`src/rtl/hazard_pkg.sv`:
```
// Shared encodings for the multi-cycle hazard unit and its MDU sequencer.
package hazard_pkg;

  typedef enum logic [1:0] {
    FWD_NONE = 2'b00,
    FWD_WB   = 2'b01,
    FWD_MEM  = 2'b10
  } fwd_sel_e;

  typedef enum logic [1:0] {
    WB_ALU  = 2'b00,
    WB_LOAD = 2'b01,
    WB_PC4  = 2'b10,
    WB_IMM  = 2'b11
  } wb_sel_e;

  typedef enum logic {
    IDLE = 1'b0,
    BUSY = 1'b1
  } mdu_state_e;

  // MEM is the younger producer, so it outranks WB.
  function automatic fwd_sel_e fwd_pick(input logic mem_hit, input logic wb_hit);
    if (mem_hit)     return FWD_MEM;
    else if (wb_hit) return FWD_WB;
    else             return FWD_NONE;
  endfunction

endpackage

```
`src/rtl/mdu_seq.sv`:
```
// MDU sequencer: holds the front of the pipe for MDU_LAT-1 cycles per mul/div op.
module mdu_seq
  import hazard_pkg::*;
#(
  parameter int unsigned MDU_LAT = 4
) (
  input  logic clk,
  input  logic rst_n,
  input  logic mdu_start_ex,
  output logic stall_mdu,
  output logic mdu_busy,
  output logic mdu_done
);

  localparam bit          MULTI    = (MDU_LAT > 1);
  localparam int unsigned CW       = MULTI ? $clog2(MDU_LAT) : 1;
  localparam int unsigned CNT_LOAD = MULTI ? MDU_LAT - 2 : 0;

  mdu_state_e    state;
  logic [CW-1:0] cnt;
  logic          start;

  // Start is masked by reset so an op held in EX cannot stall while rst_n is low.
  assign start = mdu_start_ex & rst_n;

  always_ff @(posedge clk or negedge rst_n) begin
    if (!rst_n) begin
      state <= IDLE;
      cnt   <= '0;
    end else begin
      case (state)
        IDLE: begin
          if (start && MULTI) begin
            state <= BUSY;
            cnt   <= CW'(CNT_LOAD);
          end
        end
        BUSY: begin
          if (cnt == '0) state <= IDLE;
          else           cnt   <= cnt - CW'(1);
        end
        default: state <= IDLE;
      endcase
    end
  end

  always_comb begin
    stall_mdu = 1'b0;
    mdu_done  = 1'b0;
    case (state)
      IDLE: begin
        stall_mdu = start & MULTI;
        mdu_done  = start & ~MULTI;
      end
      BUSY: begin
        stall_mdu = (cnt != '0);
        mdu_done  = (cnt == '0);
      end
      default: ;
    endcase
  end

  assign mdu_busy = (state == BUSY);

endmodule

```
`src/rtl/hazard_unit_mc.sv`:
```
// Hazard unit: forwarding, load-use stall, branch flush and multi-cycle MDU hold.
// Optional perf counters enabled by HAZARD_UNIT_MC_PERF_EN.
module hazard_unit_mc
  import hazard_pkg::*;
#(
  parameter int unsigned REG_AW  = 5,
  parameter int unsigned MDU_LAT = 4,
  parameter int unsigned PERF_W  = 16
) (
  input  logic              clk,
  input  logic              rst_n,
  input  logic              rf_en_mem,
  input  logic              rf_en_wb,
  input  logic [REG_AW-1:0] rd_mem,
  input  logic [REG_AW-1:0] rd_wb,
  input  logic [REG_AW-1:0] rs1_ex,
  input  logic [REG_AW-1:0] rs2_ex,
  input  logic [REG_AW-1:0] rd_ex,
  input  logic [1:0]        sel_wb_ex,
  input  logic              mdu_start_ex,
  input  logic [REG_AW-1:0] rs1_id,
  input  logic [REG_AW-1:0] rs2_id,
  input  logic              rs1_used_id,
  input  logic              rs2_used_id,
  input  logic              br_taken,
  output logic [1:0]        forward_a,
  output logic [1:0]        forward_b,
  output logic              stall_if,
  output logic              stall_id,
  output logic              stall_ex,
  output logic              flush_id,
  output logic              flush_ex,
  output logic              flush_mem,
  output logic              mdu_busy,
  output logic              mdu_done
`ifdef HAZARD_UNIT_MC_PERF_EN
  ,
  output logic [PERF_W-1:0] perf_stall_cnt,
  output logic [PERF_W-1:0] perf_flush_cnt
`endif
);

  if (MDU_LAT < 1 || PERF_W < 1) begin : g_bad_param
    $error("hazard_unit_mc: MDU_LAT and PERF_W must be at least 1");
  end

  fwd_sel_e fwd_a;
  fwd_sel_e fwd_b;
  logic     stall_lw;
  logic     stall_mdu;

  always_comb begin
    fwd_a = fwd_pick(rf_en_mem && rd_mem == rs1_ex && rs1_ex != '0,
                     rf_en_wb  && rd_wb  == rs1_ex && rs1_ex != '0);
    fwd_b = fwd_pick(rf_en_mem && rd_mem == rs2_ex && rs2_ex != '0,
                     rf_en_wb  && rd_wb  == rs2_ex && rs2_ex != '0);
  end

  assign forward_a = fwd_a;
  assign forward_b = fwd_b;

  assign stall_lw = (sel_wb_ex == WB_LOAD) && (rd_ex != '0) &&
                    ((rs1_used_id && rs1_id == rd_ex) ||
                     (rs2_used_id && rs2_id == rd_ex));

  mdu_seq #(
    .MDU_LAT (MDU_LAT)
  ) u_mdu_seq (
    .clk          (clk),
    .rst_n        (rst_n),
    .mdu_start_ex (mdu_start_ex),
    .stall_mdu    (stall_mdu),
    .mdu_busy     (mdu_busy),
    .mdu_done     (mdu_done)
  );

  // During an MDU hold ID/EX keeps the op, so the load-use bubble is withheld.
  assign stall_if  = stall_lw | stall_mdu;
  assign stall_id  = stall_lw | stall_mdu;
  assign stall_ex  = stall_mdu;
  assign flush_mem = stall_mdu;
  assign flush_ex  = (stall_lw & ~stall_mdu) | br_taken;
  assign flush_id  = br_taken;

`ifdef HAZARD_UNIT_MC_PERF_EN
  always_ff @(posedge clk or negedge rst_n) begin
    if (!rst_n) begin
      perf_stall_cnt <= '0;
      perf_flush_cnt <= '0;
    end else begin
      if (stall_if && perf_stall_cnt != '1) perf_stall_cnt <= perf_stall_cnt + PERF_W'(1);
      if (br_taken && perf_flush_cnt != '1) perf_flush_cnt <= perf_flush_cnt + PERF_W'(1);
    end
  end
`endif

endmodule

```
`config.mk`:
```
export PLATFORM = sky130hd
export DESIGN_NAME = hazard_unit_mc
export DESIGN_NICKNAME = d
export VERILOG_FILES = /design/src/rtl/hazard_pkg.sv /design/src/rtl/mdu_seq.sv /design/src/rtl/hazard_unit_mc.sv
export SDC_FILE = /design/constraint.sdc
export NUM_CORES = 1
export LEC_CHECK = 0
export CAP_MARGIN = 10
export CELL_PAD_IN_SITES_DETAIL_PLACEMENT = 0
export CELL_PAD_IN_SITES_GLOBAL_PLACEMENT = 1
export CORE_UTILIZATION = 21
export CTS_BUF_LIST = sky130_fd_sc_hd__clkbuf_8 sky130_fd_sc_hd__clkbuf_16
export CTS_CLUSTER_SIZE = 30
export DETAILED_ROUTE_END_ITERATION = 16
export PLACE_DENSITY = 0.89
export SLEW_MARGIN = 30
export SYNTH_ARGS = -nofsm -noshare
export SYNTH_HDL_FRONTEND = slang
export SYNTH_SLANG_ARGS = --single-unit
```
`constraint.sdc`:
```
create_clock -name clk -period 4.56 [get_ports clk]
set_input_delay 0.912 -clock clk [delete_from_list [all_inputs] [get_ports clk]]
set_output_delay 0.912 -clock clk [all_outputs]
set_load 0.005 [all_outputs]
```
==> impl_metrics.tcl <==
set metrics [dict create \
    required_ps 3650 \
    min_from "u_mdu_seq.cnt[0]" \
    drv_cap 0 \
    rows 19 \
    ys_warn_count 0 \
    grt_max_degree 8 \
    yosys.area.top_type "xnor2_1" \
    cts.repair.resized 0 \
    wl_met2_um 1190 \
    dpl.cell_count 154 \
    vias_per_cell 4.39 \
    drive_above_1_share_pct 8.66 \
    num_vias 693 \
    start_kind "primary input" \
    clock-root-buffer "clkbuf_8" \
    cp_data_arrival_time_ps 2930 \
    fp.dieW_um 56.2 \
    die_h_um 56.2 \
    fin_cells 158 \
    met1_length_um 800 \
    cts_hold_buf 0 \
    synth_area_leaders "xnor2_1, xor2_1, dfrtp_1" \
    ff2ff_setup_slack_ps 3130 \
    cp-end-kind "output port" \
    r2r_start "u_mdu_seq.cnt[0]" \
    fin_tns_setup_ps 0 \
    p_total_w 0.000323 \
    fin_crit_sh_pct 84.4 \
    met3_length_um 5 \
    h-tree-depth 1 \
    drv_slew 0 \
    slew_headroom_pct 50.2 \
    wire_per_inst_um 12.6 \
    ant_nets 0 \
    start_util_pct 22.4 \
    clk_pin_slew_ps 30 \
    whs_endpoint "u_mdu_seq.cnt[0]" \
    grt_pass1_wl_um 3300 \
    clkLatencyLatePin_ps 210 \
    port_buffers 56 \
    r2r_cells 5 \
    power.leakage_nw 0.444 \
    finalNetCount 174 \
    ys_seq_area_share_pct 12.2 \
    topRoutingLayerUsed "met3" \
    final_cell_mix "clkdlybuf4s50_1, xnor2_1, xor2_1, inv_1" \
    grt-ovfl-total 0 \
    vdd_drop_max_v 0.000258 \
    gp_congestion 0.908 \
    cts_buffers 3 \
    drt_pre_antenna_iters 4 \
    worst_pin_slew_ps 740 \
    synth_area_um2 617 \
    fin_util_pct 44.9 \
    grt_pass1_vias 773 \
    placeableCoreArea_um2 2760 \
    dieArea_um2 3160 \
    fin_worst_skew_ps 3.94 \
    layout_min_cycle_time_ps 3850 \
    synthCells 70 \
    dpl.hpwl_um 1810 \
    crit_type "in -> out" \
    power.density_nw_per_um2 260 \
    setup_slack_ps 713 \
    hold_path.class "reg -> reg" \
    setup_viol 0 \
    layout_commonest_cell "clkdlybuf4s50_1" \
    boundaryPins 57 \
    post_cts_buffers 0 \
    rsz0062_at_grt "false" \
    synth.avg_cell_area_um2 8.81 \
    grt_usage_pct 13.0 \
    drc 0 \
    area_growth_pct 101 \
    syn-num-nets 116 \
    antenna_found_initial 0 \
    hold_path_depth 1 \
    hold_viol 0 \
    clock_path_buffers 2 \
    cp_max_fo 3 \
    synth_top_area_share_pct 25.6 \
    cts_tree "done" \
    initialDrtViolationCount 7 \
    reg2reg_to "u_mdu_seq.cnt[1]" \
    antenna_cells 0 \
    clock_sinks 3 \
    place_ws_ps 710 \
    synth.distinct_cells 23 \
    max_freq_ghz 0.260 \
    wirelength_um 2000 \
    status "finished clean" \
    ys_ff_latch 3 \
]
-- report_power, final --
| group | switching [W] | internal (W) | leakage [nW] |
|---|---|---|---|
| logic | 0.0000737 | 0.000124 | 0.383 |
| clock network | 0.0000173 | 0.0000573 | 0.0269 |
| registers | 0.00000955 | 0.0000410 | 0.0346 |
-- sequential cells by signal, indices dropped and copies added (netlist names) --
signal / count
u_mdu_seq.cnt: 2
u_mdu_seq.mdu_busy: 1
-- worst max path at each step --
stage,to,cells after the start,startpoint,slack [ps]
after CTS,forward_b[0],6,rs2_ex[1],700
after global placement,forward_a[0],6,rs1_ex[1],740
after global routing,forward_b[0],6,rs2_ex[1],620
after detailed placement,forward_b[0],6,rs2_ex[1],710
final,forward_a[0],6,rs1_ex[1],710
after floorplan,forward_a[0],4,rs1_ex[1],1760
-- cell families after synthesis --
group                      after synthesis  synth area share, %
buffers and inverters                    7                 6.08
DFF                                      3                 12.2
and+or+nand+nor                         22                 28.6
muxes                                    1                 1.62
adders and majority gates                1                 2.03
xor gates and xnor gates                30                 42.6
AOI/OAI and AO/OA                        6                 6.90
-- synthesized netlist by cell type, drive strengths merged --
library cell	number
xnor2	18
xor2	12
nor4	6
inv	4
nand4	4
buf	3
dfrtp	3
nand2	3
or4	3
and2	2
nor2	2
o21ai	2
a32oi	1
ha	1
mux2i	1
nand2b	1
nor2b	1
o21bai	1
o22a	1
o31ai	1
-- per-stage QoR --
| stage | area [um2] | hold WS, ps |
|---|---|---|
| detailed placement | 1190 | 478 |
| CTS | 1240 | 484 |
| global placement | 1190 | 458 |
| finish | 1240 | 486 |
| global route | 1240 | 506 |
| floorplan | 617 | 451 |
-- critical path, stage by stage --
cell and delay, ps:
clkdlybuf4s50_1 470, or4_4 580, nor2_4 120, nor4_2 70, nor4_2 250, clkdlybuf4s50_1 540
-- final cells by class --
class                      instances  area [um2]
clock inverter                     1        3.75
tap                               31        38.8
clock buffer                       3        41.3
fill                             275        1520
timing repair buffer              56         561
sequential                         3        75.1
multi-input combinational         60         504
inverter                           4        15.0
-- routing by layer --
layer  global-route usage (%)  up-vias
met5                        0        -
met1                     14.4      336
met3                     1.63        0
li1                         -      355
met4                     3.14        0
met2                     25.5        2
No activity file was read; power rests on OpenSTA's default activity.
